**config.mk**
```make
export PLATFORM = sky130hd
export DESIGN_NAME = calc_controller
export DESIGN_NICKNAME = d
export VERILOG_FILES = /design/src/rtl/calc_pkg.sv /design/src/rtl/calc_alu.sv /design/src/rtl/calc_controller.sv
export SDC_FILE = /design/constraint.sdc
export NUM_CORES = 1
export LEC_CHECK = 0
export CAP_MARGIN = 20
export CORE_MARGIN = 2
export CORE_UTILIZATION = 40
export DETAILED_ROUTE_END_ITERATION = 6
export PLACE_DENSITY = 0.6
export SLEW_MARGIN = 20
export SYNTH_ARGS = -nofsm -noshare
export SYNTH_HDL_FRONTEND = slang
export SYNTH_SLANG_ARGS = --single-unit
```
**constraint.sdc**
```tcl
create_clock -name clk -period 2.4 [get_ports clk]
set_input_delay 0.6 -clock clk [delete_from_list [all_inputs] [get_ports clk]]
set_output_delay 0.6 -clock clk [all_outputs]
set_load 0.01 [all_outputs]
```
**src/rtl/calc_pkg.sv**
```systemverilog
// Shared opcodes, ring-phase constants and sequencer states for the accumulator machine.
package calc_pkg;

  localparam logic [3:0] OpNop  = 4'h0;
  localparam logic [3:0] OpLdi  = 4'h1;
  localparam logic [3:0] OpAddi = 4'h2;
  localparam logic [3:0] OpSubi = 4'h3;
  localparam logic [3:0] OpAndi = 4'h4;
  localparam logic [3:0] OpOri  = 4'h5;
  localparam logic [3:0] OpXori = 4'h6;
  localparam logic [3:0] OpShl  = 4'h7;
  localparam logic [3:0] OpShr  = 4'h8;
  localparam logic [3:0] OpJmp  = 4'h9;
  localparam logic [3:0] OpJz   = 4'hA;
  localparam logic [3:0] OpHalt = 4'hF;

  // Ring value whose arrival triggers each phase action.
  localparam logic [3:0] PhFetch  = 4'b0100;
  localparam logic [3:0] PhDecode = 4'b0010;
  localparam logic [3:0] PhExec   = 4'b0001;
  localparam logic [3:0] PhWb     = 4'b1000;

  typedef enum logic [2:0] {
    StWaitF,
    StWaitD,
    StWaitE,
    StWaitW,
    StDone
  } state_e;

  function automatic logic is_alu_op(input logic [3:0] op);
    return (op >= OpLdi) && (op <= OpShr);
  endfunction

  function automatic logic is_legal_op(input logic [3:0] op);
    return (op <= OpJz) || (op == OpHalt);
  endfunction

endpackage

```
**src/rtl/calc_alu.sv**
```systemverilog
// Combinational ALU: result plus Z and C for one accumulator instruction.
module calc_alu
  import calc_pkg::*;
#(
  parameter int unsigned DATA_W = 8
) (
  input  logic [3:0]        op_i,
  input  logic [DATA_W-1:0] acc_i,
  input  logic [DATA_W-1:0] imm_i,
  input  logic              c_i,
  output logic [DATA_W-1:0] res_o,
  output logic              z_o,
  output logic              c_o
);

  always_comb begin
    res_o = acc_i;
    c_o   = c_i;
    case (op_i)
      OpLdi: begin
        res_o = imm_i;
        c_o   = 1'b0;
      end
      OpAddi: {c_o, res_o} = {1'b0, acc_i} + {1'b0, imm_i};
      // MSB of the widened difference is the borrow.
      OpSubi: {c_o, res_o} = {1'b0, acc_i} - {1'b0, imm_i};
      OpAndi: res_o = acc_i & imm_i;
      OpOri:  res_o = acc_i | imm_i;
      OpXori: res_o = acc_i ^ imm_i;
      OpShl: begin
        c_o   = acc_i[DATA_W-1];
        res_o = {acc_i[DATA_W-2:0], 1'b0};
      end
      OpShr: begin
        c_o   = acc_i[0];
        res_o = {1'b0, acc_i[DATA_W-1:1]};
      end
      default: ;
    endcase
    z_o = (res_o == '0);
  end

endmodule

```
**src/rtl/calc_controller.sv**
```systemverilog
// Ring-phase-driven fetch/decode/execute/writeback sequencer for an 8-bit accumulator machine.
// Define CALC_ILLEGAL_CHK_EN to enable the sticky err flag and its detection logic.
module calc_controller
  import calc_pkg::*;
#(
  parameter int unsigned DATA_W = 8,
  parameter int unsigned ADDR_W = 4
) (
  input  logic              clk,
  input  logic              clr,
  input  logic [3:0]        q,
  output logic [ADDR_W-1:0] imem_addr,
  input  logic [7:0]        imem_data,
  output logic [DATA_W-1:0] acc_o,
  output logic              zero_o,
  output logic              carry_o,
  output logic              calc_done,
  output logic              err
);

  state_e             state_q, state_d;
  logic [3:0]         q_prev_q, q_prev_d;
  logic [ADDR_W-1:0]  pc_q, pc_d;
  logic [7:0]         ir_q, ir_d;
  logic [3:0]         op_q, op_d;
  logic               jump_q, jump_d, halt_q, halt_d;
  logic [DATA_W-1:0]  res_q, res_d, acc_q, acc_d;
  logic               z_tmp_q, z_tmp_d, c_tmp_q, c_tmp_d;
  logic               zero_q, zero_d, carry_q, carry_d;

  logic               q_onehot, q_edge, fire;
  logic [3:0]         exp_q, exp_prev, opcode;
  logic [DATA_W-1:0]  alu_res;
  logic               alu_z, alu_c;

  assign opcode   = ir_q[7:4];
  assign q_onehot = (q != 4'b0) && ((q & (q - 4'b1)) == 4'b0);
  assign q_edge   = q_onehot && (q != q_prev_q);

  always_comb begin
    exp_q = 4'b0;
    unique case (state_q)
      StWaitF: exp_q = PhFetch;
      StWaitD: exp_q = PhDecode;
      StWaitE: exp_q = PhExec;
      StWaitW: exp_q = PhWb;
      default: exp_q = 4'b0;
    endcase
  end

  // The ring shifts right, so the expected predecessor is the left rotation.
  assign exp_prev = {exp_q[2:0], exp_q[3]};
  assign fire     = q_edge && (q == exp_q) && (q_prev_q == exp_prev);

  calc_alu #(
    .DATA_W(DATA_W)
  ) u_alu (
    .op_i (op_q),
    .acc_i(acc_q),
    .imm_i(DATA_W'(ir_q[3:0])),
    .c_i  (carry_q),
    .res_o(alu_res),
    .z_o  (alu_z),
    .c_o  (alu_c)
  );

  always_comb begin
    state_d  = state_q;
    q_prev_d = q_onehot ? q : q_prev_q;
    pc_d     = pc_q;
    ir_d     = ir_q;
    op_d     = op_q;
    jump_d   = jump_q;
    halt_d   = halt_q;
    res_d    = res_q;
    z_tmp_d  = z_tmp_q;
    c_tmp_d  = c_tmp_q;
    acc_d    = acc_q;
    zero_d   = zero_q;
    carry_d  = carry_q;
    if (fire) begin
      unique case (state_q)
        StWaitF: begin
          ir_d    = imem_data;
          state_d = StWaitD;
        end
        StWaitD: begin
          op_d    = is_legal_op(opcode) ? opcode : OpNop;
          jump_d  = (opcode == OpJmp) || ((opcode == OpJz) && zero_q);
          halt_d  = (opcode == OpHalt);
          state_d = StWaitE;
        end
        StWaitE: begin
          res_d   = alu_res;
          z_tmp_d = alu_z;
          c_tmp_d = alu_c;
          state_d = StWaitW;
        end
        StWaitW: begin
          acc_d   = res_q;
          carry_d = c_tmp_q;
          if (is_alu_op(op_q)) zero_d = z_tmp_q;
          if (halt_q) begin
            state_d = StDone;
          end else begin
            pc_d    = jump_q ? ADDR_W'(ir_q[3:0]) : pc_q + ADDR_W'(1);
            state_d = StWaitF;
          end
        end
        default: state_d = state_q;
      endcase
    end
  end

  always_ff @(posedge clk or posedge clr) begin
    if (clr) begin
      state_q  <= StWaitF;
      q_prev_q <= PhWb;
      pc_q     <= '0;
      ir_q     <= '0;
      op_q     <= OpNop;
      jump_q   <= 1'b0;
      halt_q   <= 1'b0;
      res_q    <= '0;
      z_tmp_q  <= 1'b0;
      c_tmp_q  <= 1'b0;
      acc_q    <= '0;
      zero_q   <= 1'b0;
      carry_q  <= 1'b0;
    end else begin
      state_q  <= state_d;
      q_prev_q <= q_prev_d;
      pc_q     <= pc_d;
      ir_q     <= ir_d;
      op_q     <= op_d;
      jump_q   <= jump_d;
      halt_q   <= halt_d;
      res_q    <= res_d;
      z_tmp_q  <= z_tmp_d;
      c_tmp_q  <= c_tmp_d;
      acc_q    <= acc_d;
      zero_q   <= zero_d;
      carry_q  <= carry_d;
    end
  end

`ifdef CALC_ILLEGAL_CHK_EN
  logic err_q, err_d;

  always_comb begin
    err_d = err_q;
    if (!q_onehot) err_d = 1'b1;
    if (q_edge && !fire && (state_q != StDone)) err_d = 1'b1;
    if (fire && (state_q == StWaitD) && !is_legal_op(opcode)) err_d = 1'b1;
  end

  always_ff @(posedge clk or posedge clr) begin
    if (clr) err_q <= 1'b0;
    else     err_q <= err_d;
  end

  assign err = err_q;
`else
  assign err = 1'b0;
`endif

  assign imem_addr = pc_q;
  assign acc_o     = acc_q;
  assign zero_o    = zero_q;
  assign carry_o   = carry_q;
  assign calc_done = (state_q == StDone);

endmodule

```
# After elaboration in Yosys (flattened, before gate mapping)
# Cells that the tools add are included.
totals:
  regBits: 45
  inputBits: 14
  out_inout_bits: 16
  elab_cells: 70
op_classes:
  addsub: 4
  magnitude_cmp: 3
  n_eq_ne: 18
  mux: 7
  n_bitwise: 5
  n_reduce_logical: 20
op_table:
  columns: ["op", "n"]
  rows:
  - ["case mux 8 bit (8 select lines)", 1]
  - ["equality test 4 x 3 -> 1 bit (second input constant)", 4]
  - ["equality test 4 bit (second input constant)", 4]
  - ["case mux 4 bit (4 select lines)", 1]
  - ["case mux 3 bit (4 select lines)", 1]
  - ["AND reduction 2 bit", 5]
  - ["adder 8 x 4 -> 9 bit", 1]
  - ["subtractor 8 x 4 -> 9 bit", 1]
  - ["bitwise AND 8 x 4 -> 8 bit", 1]
  - ["equality test 4 x 2 -> 1 bit (second input constant)", 2]
  - ["equality test 4 bit", 2]
  - ["<= comparator 4 bit (second input constant)", 2]
  - ["logical NOT 8 bit", 1]
  - ["two-way mux 4 bit", 2]
  - ["bitwise OR 8 x 4 -> 8 bit", 1]
  - ["nonzero test 4 bit", 2]
  - ["bitwise XOR 8 x 4 -> 8 bit", 1]
  - ["equality test 3 x 2 -> 1 bit (second input constant)", 2]
  - ["logical AND 1 bit", 6]
  - ["AND reduction 3 bit", 2]
  - ["case mux 1 bit (5 select lines)", 1]
  - ["adder 4 x 1 -> 4 bit (second input constant)", 1]
  - ["bitwise AND 4 bit", 1]
  - ["equality test 4 x 1 -> 1 bit (second input constant)", 1]
  - ["10 further kinds", 11]

# Depth between registers and ports, before layout
# Gate-level depths: netlist (run 1).
logic_depth:
  word_depth: 8
  mapped_depth: 11
  mapped_depth_nobuf: 11

# Cells and area by module
# Synthesis (run 1) repeated with hierarchy kept, for this count alone.
unflattened:
  cells_unflattened: 413
  area_unflattened_um2: 3905.0
by_module_without_submodules:
  columns: ["mod", "instances", "cells_each", "area_per_inst_um2", "seq_area_each_um2"]
  rows:
  - ["calc_controller", 1, 185, 2319.7, 1127.3]
  - ["calc_alu", 1, 228, 1585.3, 0.0]

# Worst setup path before layout (run 1)
# No wires, ideal clock.
synth_timing:
  path_kind: "register to register"
  from: "reg acc_q[0], in the netlist acc_o[0]"
  to: "reg z_tmp_q"
  setup_ns: 0.095
  t_arrival_ns: 2.408
  required_ns: 2.305
  setup_slack_ns: -0.104
  stages_incl_launch_ff: 12
  path_buffers: 0
  synth_period_minus_slack_ns: 2.504
  path_cell_list: "dfrtp_1 > inv_1 > ha_1 > inv_1 > fa_1 > mux2i_1 > xnor2_1 > o221ai_1 > a211o_1 > nor4b_2 > nand4_1 > o31ai_1"
synth_via:
  elab_chain_len: 3
  word_cells_on_any_way: 7
  classes_between: "2 x add/sub; 1 x mux; 3 x bitwise; 1 x reduce/logical"
synth_lines:
  columns: ["item", "line_no", "text"]
  rows:
  - ["start: declaration", "calc_controller.sv:27", "logic [DATA_W-1:0] res_q, res_d, acc_q, acc_d;"]
  - ["start signal: assignment", "calc_controller.sv:127", "acc_q <= '0;"]
  - ["start signal: assignment", "calc_controller.sv:141", "acc_q <= acc_d;"]
  - ["subtractor 8 x 4 -> 9 bit (tied with other cells)", "calc_alu.sv:26", "OpSubi: {c_o, res_o} = {1'b0, acc_i} - {1'b0, imm_i};"]
  - ["case mux 8 bit (8 select lines) *", "calc_alu.sv:19", "case (op_i)"]
  - ["logical NOT 8 bit *", "calc_alu.sv:40", "z_o = (res_o == '0);"]
  - ["end signal: assignment", "calc_controller.sv:139", "z_tmp_q <= z_tmp_d;"]
  - ["end: declaration", "calc_controller.sv:28", "logic z_tmp_q, z_tmp_d, c_tmp_q, c_tmp_d;"]
# Every way passes the cells marked *; elsewhere a longest branch is shown, timed or not.
# A chain may end at the register's enable or synchronous reset.

# Worst setup path in the final report (run 1)
# Same ends and word-level chain as after synthesis.

==> results of run 1 <==
metrics by stage:
| step | power (mW) | utilization [%] | instances | hold WS [ns] |
|---|---|---|---|---|
| finish | 2.74 | 55.2 | 590 | 0.470 |
| global route | 2.90 | 55.2 | 590 | 0.493 |
| CTS | 2.66 | 53.6 | 588 | 0.471 |
| detailed placement | 2.04 | 52.0 | 580 | 0.450 |
| global placement | 2.03 | 52.0 | 580 | 0.441 |
| floorplan | 1.55 | - | 399 | 0.433 |
critical path: stages, from the launching register on:
cell	delay (ns)
dfrtp_2	0.45
inv_2	0.09
ha_4	0.15
inv_2	0.04
fa_2	0.36
mux2i_1	0.17
xnor2_1	0.14
o221ai_1	0.16
a211o_1	0.34
nor4b_4	0.23
nand4_1	0.11
o31ai_1	0.19
flip-flops by register name, indices dropped and copies added, names as in the netlist, 3 cells and up:
register and cells:
op_q 4, imem_addr 4, acc_o 8, q_prev_q 4, res_q 8, state_q 3, ir_q 8
area by class of cell:
class / count / share of cell area, %
multi-input combinational: 305 / 47.7
sequential: 45 / 24.9
timing repair buffer: 106 / 20.2
tap: 105 / 2.90
inverter: 21 / 1.74
clock buffer: 5 / 1.52
clock inverter: 3 / 1.10
path summary, 6_finish.rpt:
check	slack [ns]	from	depth (start not counted)	endpoint
hold / removal	0.47	c_tmp_q$_DFFE_PP0P_	2	carry_o$_DFFE_PP0P_
max in group asynchronous	1.24	clr	3	q_prev_q[3]$_DFFE_PP1N_
hold reg to reg	0.47	c_tmp_q$_DFFE_PP0P_	2	carry_o$_DFFE_PP0P_
min in group asynchronous	0.62	clr	2	acc_o[1]$_DFFE_PP0P_
setup / recovery	-0.13	acc_o[0]$_DFFE_PP0P_	11	z_tmp_q$_DFFE_PP0P_
setup reg to reg	-0.13	acc_o[0]$_DFFE_PP0P_	11	z_tmp_q$_DFFE_PP0P_
kinds of logic (layout without fill, tap and decap cells):
family,Yosys count,count (layout),synth area share [%]
AOI/OAI and AO/OA,115,115,22.1
muxes,28,28,8.80
DFF,45,45,33.2
other,1,1,0.110
buffers and inverters,49,135,6.73
and+or+nand+nor,137,137,20.8
adders and majority gates,15,15,5.96
xor gates and xnor gates,9,9,2.32
power groups by stage:
stage | sequential [mW] | combinational, mW | clock (mW)
3_3_place_gp | 0.943 | 1.08 | 0
2_1_floorplan | 0.904 | 0.646 | 0
4_1_cts | 0.935 | 1.11 | 0.617
6_report | 0.940 | 1.19 | 0.604
5_1_grt | 0.955 | 1.30 | 0.645
3_5_place_dp | 0.947 | 1.09 | 0
routing by layer:
metal	vias to the layer above	wire length, um
met5	-	0
met4	0	142
met1	1513	4110
met2	78	4380
li1	1604	-
met3	11	467
cell usage in the layout (no fill, tap or decap), drive strengths merged, types with 15 or more instances in the layout:
master / count
buf: 78
nand2: 57
dfrtp: 44
o21ai: 37
a21oi: 26
clkdlybuf4s50: 25
inv: 21
nor2: 19
mux2: 15
what timing repair did:
action | 4_1_cts | 5_1_grt
gates resized for setup | 8 | 29
pin swaps | 0 | 4
setup buffers | 0 | 2
setup endpoints to repair | 3 | 21
gates cloned | 0 | 0
==> summary.md, run 1 <==
| Metric | Value |
|---|---|
| Nets | 513 |
| First-pass DRT Iterations | 4 |
| H-tree depth | 2 |
| RSZ-0062 raised after global routing | yes |
| Count leader, synth | nand2_1 |
| FF+latch area | 0.00113 mm2 |
| Multi-input logic area | 0.00216 mm2 |
| Final Hold Viols | 0 |
| DR DRC count | 0 |
| Port Buffers | 28 |
| Crit share post-route | 105% |
| GRT met1 Usage | 28.4% |
| Total gr overflow | 0 |
| CP Data Required Time | 2.62 ns |
| Sequential power share | 34.3% |
| Gr usage total | 20.5% |
| # IOs | 30 |
| First-pass GRT wire length | 14.8 mm |
| Clock slew seen by the registers of the worst setup and hold paths | 0.10 ns |
| Die area | 0.00925 mm2 |
| Core Region | 0.00822 mm2 |
| Hold Crit Class | reg -> reg |
| Async S/R FF share, synth | 100% |
| Post-route cell area | 0.00454 mm2 |
| Setup slack after placement | -0.306 ns |
| Synth area leader | dfrtp_1 |
| Drt first-iter violations | 198 |
| Max frequency | 396 MHz |
| Syn nets | 428 |
| Synthesized instance count | 399 |
| Synth top area cells | dfrtp_1, nand2_1, o21ai_0 |
| CP Class | reg -> reg |
| Internal power | 1.76 mW |
| Sw Share | 35.8% |
| Area Overhead vs Synth | 33.5% |
| Clock Skew | 0.0126 ns |
| Peak VDD IR | 0.242 mV |
| Synth cell types | 75 |
| Failing checks | setup timing |
| Total number of vias | 3206 |
| Mapped Area | 0.00340 mm2 |
| Syn. warnings | 0 |
| Clk_lat worst skew | 0.31 ns |
| Startpoint Class | register |
| GRT met3 Usage | 3.05% |
| FILL cells | 753 |
| Syn avg cell area | 8.52 um2 |
| Max Cap Viol | 0 |
| GPL Wtd Cong | 0.915 |
| CTS Hold Bufs | 0 |
| Dpl hpwl | 6.96 mm |
| Clock power share | 22.1% |
| Die width | 96.2 um |
| Fin crit period | 2.53 ns |
| Combinational share of power | 43.6% |
| Largest net degree at the start of global routing | 23 |
| Drt via density | 5.43 |
| Commonest cells post-synth | nand2_1, dfrtp_1, o21ai_0, a21oi_1, inv_1 |
| Clock Tree Root | clkbuf_8 |
| Worst EP arrival | 2.74 ns |
| Post-DRT Antenna Nets | 0 |
| Register bit count reported by yosys | 45 |
| Die height | 96.2 um |
| Met2 GRT Util | 33.7% |
| Initial antenna violation count | 0 |
| GRT busiest layer | met2 |
| Crit-path max FO | 4 |
| DR WL/cell | 15.4 um |
| Setup TNS | -0.126 ns |
| Number of diodes | 0 |
| # rows | 33 |
| Outcome | finished, violations left |
| Inserted Clock Buffers | 5 |
| Final Setup Violations | 1 |
| Ys flop type | dfrtp_1 |
| Max clock buf depth | 2 |
| Post-synth EDFFs | 0 |
| Vias in the first global route | 3059 |
| Slew Viols, Final | 0 |
| Total wire length | 9.11 mm |
| PnR worst setup slack | -0.126 ns |
| Worst Setup End Kind | register |
| Yosys top cell area share | 32.4% |
| Initial Util | 41.4% |
| Switch Pwr | 982 uW |
| Leak pwr | 1.99 nW |
| CTS tree | yes |
| DP Area | 0.00427 mm2 |
| Share of cells above drive strength 1 | 29.3% |
| Seq/Total Area, Yosys | 33.2% |
| CTS Sinks | 45 |
| Cell Pwr Density | 604 mW/mm2 |
Note: power is estimated with default switching activity, not from simulation.
==> run 2, diff against run 1 <==
- CORE_UTILIZATION: 40 -> 53
- PLACE_DENSITY: 0.6 -> 0.76
==> summary.md, run 2 (synthesis results as in run 1) <==
| Metric | Value |
|---|---|
| Outcome | finished, violations left (unchanged) |
| Failing checks | setup timing (unchanged) |
| Max incr delay on CP | 0.44 ns (was 0.45 ns) |
| Commonest non-fill, non-tap cells in the layout | buf_4, nand2_1, dfrtp_1 (unchanged) |
| Clock power share | 22.3% (was 22.1%) |
| Worst EP arrival | 2.77 ns (was 2.74 ns) |
| Post-route cell area | 0.00451 mm2 (was 0.00454 mm2) |
| Clock slew seen by the registers of the worst setup and hold paths | 0.10 ns (about the same) |
| Sequential power share | 33.6% (was 34.3%) |
| H-tree depth | 2 (unchanged) |
| Hold Crit Class | reg -> reg (unchanged) |
| Die width | 84.1 um (was 96.2 um) |
| Crit path cell chain | inv_2 > ha_4 > inv_2 > fa_2 > mux2i_1 > xnor2_1 > o221ai_1 > a211o_1 > nor4b_4 > nand4_1 > o31ai_2 (was inv_2 > ha_4 > inv_2 > fa_2 > mux2i_1 > xnor2_1 > o221ai_1 > a211o_1 > nor4b_4 > nand4_1 > o31ai_1) |
| Cell Pwr Density | 619 mW/mm2 (was 604 mW/mm2) |
| Max frequency | 392 MHz (was 396 MHz) |
| Commonest non-fill, non-tap cell in the layout | buf_4 (unchanged) |
| RR Startpoint | acc_o[0]$_DFFE_PP0P_ (unchanged) |
| Post-DRT Antenna Nets | 0 (unchanged) |
| FILL cells | 474 (was 753) |
| # IOs | 30 (unchanged) |
| RR Endpoint | z_tmp_q$_DFFE_PP0P_ (unchanged) |
| Reg2reg path depth | 11 (unchanged) |
| Die height | 84.1 um (was 96.2 um) |
| CP Class | reg -> reg (unchanged) |
| Initial antenna violation count | 0 (unchanged) |
| Vias in the first global route | 3255 (was 3059) |
| Nets | 510 (was 513) |
| Clk_lat worst skew | 0.31 ns (about the same) |
| CTS Hold Bufs | 0 (unchanged) |
| Max Cap Viol | 0 (unchanged) |
| CP Data Required Time | 2.62 ns (about the same) |
| Total number of vias | 3363 (was 3206) |
| Sw Share | 37.3% (was 35.8%) |
| Leak pwr | 1.99 nW (about the same) |
| Critical path startpoint | acc_o[0]$_DFFE_PP0P_ (unchanged) |
| Internal power | 1.75 mW (was 1.76 mW) |
| Max clock buf depth | 2 (unchanged) |
| Number of diodes | 0 (unchanged) |
| CP max-delay cell | dfrtp_2 (unchanged) |
| Dpl hpwl | 6.97 mm (was 6.96 mm) |
| CTS Sinks | 45 (unchanged) |
| PnR worst setup slack | -0.149 ns (was -0.126 ns) |
| Drt first-iter violations | 363 (was 198) |
| Reg2Reg Setup Slack | -0.15 ns (was -0.13 ns) |
| DR WL/cell | 17.3 um (was 15.4 um) |
| DP Area | 0.00418 mm2 (was 0.00427 mm2) |
| GPL Wtd Cong | 0.935 (was 0.915) |
| Clock Skew | 0.00718 ns (was 0.0126 ns) |
| CTS tree | yes (unchanged) |
| Total gr overflow | 0 (unchanged) |
| Crit share post-route | 106% (was 105%) |
| Startpoint Class | register (unchanged) |
| Hold Crit Start | res_q[7]$_DFFE_PP0P_ (was c_tmp_q$_DFFE_PP0P_) |
| Total wire length | 9.65 mm (was 9.11 mm) |
| Fin crit period | 2.55 ns (was 2.53 ns) |
| Crit-path max FO | 4 (unchanged) |
| Core Region | 0.00628 mm2 (was 0.00822 mm2) |
| Clock Tree Root | clkbuf_8 (unchanged) |
| Switch Pwr | 1.04 mW (was 982 uW) |
| Final Setup Violations | 1 (unchanged) |
| Most used cell, CP | inv_2 (unchanged) |
| Initial Util | 54.2% (was 41.4%) |
| Final Hold Viols | 0 (unchanged) |
| Combinational share of power | 44.1% (was 43.6%) |
| Share of cells above drive strength 1 | 29.7% (was 29.3%) |
| Slew Viols, Final | 0 (unchanged) |
| Peak VDD IR | 0.389 mV (was 0.242 mV) |
| Port Buffers | 28 (unchanged) |
| Worst hold path depth | 2 (unchanged) |
| First-pass GRT wire length | 15.7 mm (was 14.8 mm) |
| Hold slack | 0.481 ns (was 0.470 ns) |
| Gr usage total | 27.2% (was 20.5%) |
| Largest net degree at the start of global routing | 35 (was 23) |
| RSZ-0062 raised after global routing | yes (unchanged) |
| Die area | 0.00707 mm2 (was 0.00925 mm2) |
| Area Overhead vs Synth | 32.6% (was 33.5%) |
| DR DRC count | 0 (unchanged) |
| # rows | 29 (was 33) |
| Drt via density | 6.02 (was 5.43) |
| First-pass DRT Iterations | 5 (was 4) |
| Worst Setup End Kind | register (unchanged) |
| Inserted Clock Buffers | 5 (unchanged) |
| Hold-critical path endpoint | acc_o[7]$_DFFE_PP0P_ (was carry_o$_DFFE_PP0P_) |
==> run 2: cell types whose count changed in the layout (fill, tap and decap cells not counted), sizes merged <==
cell,change
buf,-3
clkdlybuf4s50,+1
dlymetal6s2s,-1
==> run 2: worst max-delay path by stage <==
stage	cells past startpoint	slack (ns)	end
after floorplan	11	0.02	z_tmp_q$_DFFE_PP0P_
final	11	-0.15	z_tmp_q$_DFFE_PP0P_
after CTS	11	-0.26	z_tmp_q$_DFFE_PP0P_
after global placement	8	-0.25	op_q[1]$_DFFE_PP0P_
after detailed placement	8	-0.39	halt_q$_DFFE_PP0P_
after global routing	11	-0.25	z_tmp_q$_DFFE_PP0P_
==> run 2: power by group through the flow <==
stage	Combinational, mW	Clock (mW)	Sequential, mW
2_1_floorplan	0.646	0	0.904
3_3_place_gp	1.04	0	0.941
3_5_place_dp	1.06	0	0.946
4_1_cts	1.11	0.626	0.935
5_1_grt	1.34	0.661	0.949
6_report	1.23	0.623	0.937
==> run 2: layout make-up <==
type / instances / area (um2) / share of cell area [%]
clock buffers: 5 / 68.8 / 1.53
multi-input cells: 305 / 2190 / 48.6
repair buffers: 103 / 890 / 19.7
well taps: 77 / 96.3 / 2.14
clock inverters: 3 / 50.0 / 1.11
flip-flops and latches: 45 / 1130 / 25.1
inverters: 21 / 78.8 / 1.75
==> run 2: repair_timing <==
item	CTS	global route
pin swaps	10	11
setup buffers	4	3
gates resized for setup	13	30
setup endpoints to repair	8	25
cloned	0	0
==> run 2: metal layers <==
| metal | part of all wire, % | global-route usage, % |
|---|---|---|
| met4 | 2.4 | 8.21 |
| met5 | 0 | 0 |
| met2 | 49 | 44.0 |
| met3 | 6.1 | 4.95 |
| met1 | 42 | 37.0 |
==> run 2: stage by stage <==
step / instances / power, mW / setup WS [ns] / setup TNS, ns / utilization [%]
floorplan: 399 / 1.55 / 0.0221 / 0 / -
detailed placement: 545 / 2.01 / -0.386 / -8.58 / 66.6
finish: 559 / 2.79 / -0.149 / -0.149 / 71.8
global placement: 545 / 1.98 / -0.250 / -6.21 / 66.6
global route: 559 / 2.95 / -0.249 / -0.501 / 71.8
CTS: 557 / 2.67 / -0.265 / -0.410 / 69.7
==> run 2: worst max-delay path, delay by kind of cell (launching register included) <==
family,cells,cell delay (ns)
adders and majority gates,2,0.48
AOI/OAI and AO/OA,3,0.70
buffers and inverters,2,0.12
xor gates and xnor gates,1,0.14
muxes,1,0.18
DFF,1,0.44
and+or+nand+nor,2,0.38
